===== config.mk =====
export PLATFORM = sky130hd
export DESIGN_NAME = vga_timing_gen
export DESIGN_NICKNAME = d
export VERILOG_FILES = /design/src/rtl/vga_timing_gen.sv
export SDC_FILE = /design/constraint.sdc
export NUM_CORES = 1
export LEC_CHECK = 0
export CORE_MARGIN = 3
export CORE_UTILIZATION = 48
export CTS_CLUSTER_DIAMETER = 30
export DETAILED_ROUTE_END_ITERATION = 8
export GPL_TIMING_DRIVEN = 0
export PLACE_DENSITY = 0.83
export SLEW_MARGIN = 20
export SYNTH_ARGS = -nofsm -noshare
export SYNTH_HDL_FRONTEND = slang
export SYNTH_SLANG_ARGS = --single-unit

===== constraint.sdc =====
create_clock -name clk -period 2.93 [get_ports clk]
set_input_delay 0.7325 -clock clk [delete_from_list [all_inputs] [get_ports clk]]
set_output_delay 0.7325 -clock clk [all_outputs]
set_load 0.02 [all_outputs]

===== src/rtl/vga_timing_gen.sv =====
// Parametrised video sync generator: pixel/line counters with registered decodes,
// line/frame strobes and a pausable, loadable frame counter.
module vga_timing_gen #(
    parameter int unsigned H_DISPLAY = 640,
    parameter int unsigned H_FRONT   = 16,
    parameter int unsigned H_SYNC    = 96,
    parameter int unsigned H_BACK    = 48,
    parameter int unsigned V_DISPLAY = 480,
    parameter int unsigned V_BOTTOM  = 10,
    parameter int unsigned V_SYNC    = 2,
    parameter int unsigned V_TOP     = 33,
    parameter bit          H_POL     = 1'b0,
    parameter bit          V_POL     = 1'b0,
    parameter int unsigned COORD_W   = 10,
    parameter int unsigned FRAME_W   = 12
) (
    input  logic               clk,
    input  logic               reset,
    input  logic               ce,
    input  logic               frame_pause,
    input  logic               frame_load,
    input  logic [FRAME_W-1:0] frame_din,
    output logic               hsync,
    output logic               vsync,
    output logic               display_on,
    output logic               vblank,
    output logic [COORD_W-1:0] hpos,
    output logic [COORD_W-1:0] vpos,
    output logic               line_start,
    output logic               frame_start,
    output logic [FRAME_W-1:0] frame
);

    localparam int unsigned H_TOTAL      = H_DISPLAY + H_FRONT + H_SYNC + H_BACK;
    localparam int unsigned V_TOTAL      = V_DISPLAY + V_BOTTOM + V_SYNC + V_TOP;
    localparam int unsigned H_SYNC_START = H_DISPLAY + H_FRONT;
    localparam int unsigned H_SYNC_END   = H_SYNC_START + H_SYNC;
    localparam int unsigned V_SYNC_START = V_DISPLAY + V_BOTTOM;
    localparam int unsigned V_SYNC_END   = V_SYNC_START + V_SYNC;
    localparam int unsigned MAX_TOTAL    = (H_TOTAL > V_TOTAL) ? H_TOTAL : V_TOTAL;

    localparam logic [COORD_W-1:0] H_LAST = COORD_W'(H_TOTAL - 1);
    localparam logic [COORD_W-1:0] V_LAST = COORD_W'(V_TOTAL - 1);

    if (COORD_W < $clog2(MAX_TOTAL)) begin : g_coord_w_check
        $error("vga_timing_gen: COORD_W too narrow for H_TOTAL/V_TOTAL");
    end

    logic [COORD_W-1:0] hpos_q, hpos_d;
    logic [COORD_W-1:0] vpos_q, vpos_d;
    logic [FRAME_W-1:0] frame_q, frame_d;
    logic               hsync_q, hsync_d;
    logic               vsync_q, vsync_d;
    logic               display_on_q, display_on_d;
    logic               vblank_q, vblank_d;
    logic               line_start_q, frame_start_q;
    logic               h_wrap, f_wrap;
    logic [31:0]        hpos_ext, vpos_ext;

    assign h_wrap = ce && (hpos_q == H_LAST);
    assign f_wrap = h_wrap && (vpos_q == V_LAST);

    always_comb begin
        hpos_d = hpos_q;
        vpos_d = vpos_q;
        if (ce) begin
            if (h_wrap) begin
                hpos_d = '0;
                vpos_d = (vpos_q == V_LAST) ? '0 : vpos_q + COORD_W'(1);
            end else begin
                hpos_d = hpos_q + COORD_W'(1);
            end
        end
    end

    // Decodes look at the next-state counters so they line up with hpos/vpos.
    assign hpos_ext = 32'(hpos_d);
    assign vpos_ext = 32'(vpos_d);

    always_comb begin
        hsync_d      = ((hpos_ext >= H_SYNC_START) && (hpos_ext < H_SYNC_END)) ? H_POL : ~H_POL;
        vsync_d      = ((vpos_ext >= V_SYNC_START) && (vpos_ext < V_SYNC_END)) ? V_POL : ~V_POL;
        display_on_d = (hpos_ext < H_DISPLAY) && (vpos_ext < V_DISPLAY);
        vblank_d     = (vpos_ext >= V_DISPLAY);
    end

    // Load wins over a coincident frame-wrap increment.
    always_comb begin
        frame_d = frame_q;
        if (frame_load) begin
            frame_d = frame_din;
        end else if (f_wrap && !frame_pause) begin
            frame_d = frame_q + FRAME_W'(1);
        end
    end

    always_ff @(posedge clk) begin
        if (reset) begin
            hpos_q        <= '0;
            vpos_q        <= '0;
            frame_q       <= '0;
            hsync_q       <= ~H_POL;
            vsync_q       <= ~V_POL;
            display_on_q  <= 1'b0;
            vblank_q      <= 1'b0;
            line_start_q  <= 1'b0;
            frame_start_q <= 1'b0;
        end else begin
            hpos_q        <= hpos_d;
            vpos_q        <= vpos_d;
            frame_q       <= frame_d;
            hsync_q       <= hsync_d;
            vsync_q       <= vsync_d;
            display_on_q  <= display_on_d;
            vblank_q      <= vblank_d;
            line_start_q  <= h_wrap;
            frame_start_q <= f_wrap;
        end
    end

    assign hpos        = hpos_q;
    assign vpos        = vpos_q;
    assign frame       = frame_q;
    assign hsync       = hsync_q;
    assign vsync       = vsync_q;
    assign display_on  = display_on_q;
    assign vblank      = vblank_q;
    assign line_start  = line_start_q;
    assign frame_start = frame_start_q;

endmodule


### Word level (Yosys, flattened, before mapping)

Cells that the tools add are included.

* register bits: 38
* bits of input ports: 17
* output and inout bits: 38
* logic and storage cells: 38

* $add $sub $neg: 3
* order comparisons: 7
* equal/unequal tests: 2
* mux-type cells: 9
* reduce and logical (&&, ||, !) cells: 8

Operator list (count)
* 2-to-1 mux 10 bit: 5
* 2-to-1 mux 12 bit: 2
* adder 10 x 1 -> 10 bit, second input constant: 2
* equality test 10 bit, second input constant: 2
* >= comparator 10 x 9 -> 1 bit, second input constant: 2
* less-than comparator 10 bit, second input constant: 2
* less-than comparator 10 x 9 -> 1 bit, second input constant: 2
* adder 12 x 1 -> 12 bit, second input constant: 1
* >= comparator 10 bit, second input constant: 1
* logical AND 1 bit: 6
* 2-to-1 mux 1 bit: 2
* nonzero test 2 bit: 1
* zero test 1 bit: 1

### Longest topological paths before layout

* depth after elaboration: 7
* depth in mapped cells: 8
* depth with buffers taken out: 7

### Least setup slack after synthesis

OpenSTA, ideal clock, no wires.

* kind: input-to-reg
* start: input port ce
* end: register display_on_q (netlist: display_on)
* library setup time: 96 ps
* arrival time: 2339 ps
* required time: 2834 ps
* setup slack: 495 ps
* stages on the path: 8
* buffers on the path: 2
* path through: buf_6 and4_4 and4_1 buf_6 mux2_4 a222oi_1 nor3_1 nor4b_1

* longest elaborated chain between the ends: 5
* elaborated cells on any way between the ends: 8
* those cells by class: 2 x order compare; 4 x mux; 2 x reduce/logical

Ends and longest elaborated chain
* start, declared: line 19 `input logic ce,`
* logical AND 1 bit: line 60 `assign h_wrap = ce && (hpos_q == H_LAST);`
* 2-to-1 mux 10 bit: line 67 `if (h_wrap) begin`
* 2-to-1 mux 10 bit: line 66 `if (ce) begin`
* less-than comparator 10 bit / less-than comparator 10 x 9 -> 1 bit (equally long branches): line 83 `display_on_d = (hpos_ext < H_DISPLAY) && (vpos_ext < V_DISPLAY);`
* logical AND 1 bit (*): line 83
* end signal, assigned: line 114 `display_on_q <= display_on_d;`
* end, declared: line 54 `logic display_on_q, display_on_d;`

Mark *: on every way between the ends. The rest lies on a longest branch, timed or not.
A chain may end at the register's enable or synchronous reset.

### Worst setup path after layout

* start: register hpos_q[1] (netlist: hpos[1])
* end: register display_on_q (netlist: display_on)

* longest elaborated chain between the ends: 6
* elaborated cells on any way between the ends: 10
* those cells by class: 1 x add/sub; 2 x order compare; 1 x eq/ne; 4 x mux; 2 x reduce/logical

Ends and longest elaborated chain
* start, declared: line 49 `logic [COORD_W-1:0] hpos_q, hpos_d;`
* start signal, assigned: line 109 `hpos_q <= hpos_d;`
* branches (longest 5 deep; another with adder 10 x 1 -> 10 bit)
* logical AND 1 bit (*): line 83

Mark *: on every way between the ends.

==> results.yml <==
detailed_routing:
  ant_nets: 0
  first_pass_iters: 4
  drcViolationCount: 0
  via_per_inst: 5.589
  wl_mm: 4.844
  vias: 1973
  post_drt_wl_per_cell_um: 13.72
  drt-initial-drc-count: 205
yosys:
  synth_nets: 266
  yosysUniqueCellTypes: 46
  yosysSeqAreaShare: 0.3735
  synth_commonest_cells: "dfxtp_1 (38), nor2_1 (29), nand2_1 (22)"
  yosys.cell_count.top_type: "dfxtp_1"
  synth_edf_count: 0
  avgSynthCellArea_um2: 8.314
  synthArstFlopShare: 0
  synth_top_area_share: 0.3735
  yosys_register_bits: 38
  synth_warnings: 0
  synth_cells: 245
  ys.flop_type: "dfxtp_1"
  yosys-top-cells-area: "dfxtp_1 (37%), nor2_1 (5.3%), xor2_1 (5.2%)"
  yosys.area.top_type: "dfxtp_1"
  synthesis.area_um2: 2037
worst_setup_path:
  worstPathRequired_ns: 3.11
  critPathMaxFanout: 6
  r2r-start: "hpos[1]"
  path_class: "reg2reg"
  startpoint_type: "register"
  crit_path_end_kind: "register"
  arrival_ns: 2.70
  critPathLaunch: "hpos[1]"
place:
  io_buffers: 51
  gp_congestion: 0.8911
  dp_cells: 346
  dp_hpwl_mm: 3.556
timing:
  post-route-min-period_ns: 2.520
  setup_viol: 0
  slew_violations: 0
  hold_viol_final: 0
  fmaxAchievable_mhz: 396.9
  finClkSkew_ns: 0.006996
  rsz0062_at_grt: "false"
  tightest_slew_ns: 0.7463
  fin_tns_setup_ns: 0
  maxSlewHeadroom: 0.4987
  period_share: 0.8600
  hold_slack_ns: 0.5307
run:
  maxCapViolations: 0
global_routing:
  grt_pass1_vias: 1769
  overflow: 0
  grt.total_usage: 0.1976
  antenna_found_initial: 0
  grt_pass1_wl_mm: 8.017
  grt_start_max_net_pins: 12
floorplan:
  die_h_um: 71.15
  die_area_um2: 5062
  ioPinCount: 55
  die_w_um: 71.15
  rows: 23
  coreArea_um2: 4058
  start_util: 0.5020
cts:
  cts_max_path_buffers: 2
  cts-root-buf: "clkbuf_8"
  cts_tree: "built"
  cts_buffers: 5
  cts_hold_buf: 0
  cts.clk_slew.worst_paths_ns: 0.07
  htree_num_levels: 2
  postCtsSetupRepairBufs: 0
  cts_resized: 0
  clkLatencyLatePin_ns: 0.29
  cts_num_sinks: 38
pwr:
  leakage_uw: 0.0009981
  finalPower_uw: 1005
  power_density_nw_per_um2: 373.7
  ir_worst_vdd_uv: 226.5
worst_hold_path:
  hold_start: "vpos[8]"
  hold_class: "reg2reg"
cells_and_area:
  n_antenna_cell: 0
  areaGrowthSynthToFinish_pct: 32.00
  drive_above_1_share: 0.06271
  final_nets: 324
  final_cells: 353
run_status:
  status: "finished, final reports clean"
[worst paths after layout]
path | end | slack [ns] | depth (start not counted)
worst min register to register | vpos[8] | 0.53 | 2
worst min-delay path | vpos[8] | 0.53 | 2
worst max-delay path | display_on | 0.41 | 8
worst max register to register | display_on | 0.41 | 8
[kinds of logic (layout without fill, tap and decap cells)]
family,count (synthesis),in the layout,synth area share
adders and majority gates,4,4,0.02457
muxes,7,7,0.03747
DFF,38,38,0.3735
buffers and inverters,24,82,0.05651
xor gates and xnor gates,20,20,0.08600
AOI/OAI and AO/OA,38,38,0.1149
and+or+nand+nor,114,114,0.3071
[sequential cells by signal (all words and copies together), names as in the netlist]
name / count
frame: 12
frame_start: 1
vpos: 10
hsync: 1
hpos: 10
line_start: 1
display_on: 1
vsync: 1
vblank: 1
[critical path, stage by stage (launching register included)]
cell and delay, ns:
dfxtp_1 0.42, ha_1 0.23, and4_4 0.27, and4_1 0.21
buf_6 0.13, mux2_4 0.29, a222oi_1 0.38, nor3_1 0.15
nor4b_1 0.34
[routing by layer]
layer,GRT usage,vias to the layer above,share of wire
met5,0,-,0
met3,0.04261,9,0.055
met2,0.3163,79,0.47
met4,0.06889,0,0.016
li1,-,969,-
met1,0.2628,916,0.45
[cell usage in the layout (no fill, tap or decap), types with 3 or more instances in the layout]
cell type / instances
a21oi_1: 17
and2_1: 3
and3_1: 6
buf_6: 3
clkbuf_1: 8
clkbuf_8: 5
clkdlybuf4s50_1: 51
dfxtp_1: 38
ha_1: 4
inv_1: 10
mux2i_1: 5
nand2_1: 22
nand3_1: 10
nand4_1: 7
nor2_1: 29
nor2b_1: 3
nor3_1: 13
o21a_1: 6
o21ai_0: 4
or3_1: 3
xnor2_1: 8
xor2_1: 12
[stage by stage]
stage | utilization | setup WS (ns) | area, um^2
after floorplan | - | 0.4948 | 2037
final | 0.6627 | 0.4103 | 2689
after detailed placement | 0.6432 | 0.2630 | 2610
after CTS | 0.6627 | 0.4297 | 2689
after global routing | 0.6627 | 0.2450 | 2689
after global placement | 0.6432 | 0.3138 | 2610
[report_power, final]
part           total, uW  switching (uW)  internal (uW)
Clock                342             183            160
Sequential           547            16.0            531
Combinational        116            55.1           61.0
[cell type report]
cell class	instances	area [um^2]
Tap cell	50	62.56
Inverter	10	37.54
Clock inverter	2	10.01
Timing Repair Buffer	51	510.5
Multi-Input combinational cell	183	1161
Fill cell	346	1369
Clock buffer	5	68.82
Buffer	14	77.57
Sequential cell	38	760.7
No activity file was read; power rests on OpenSTA's default activity.
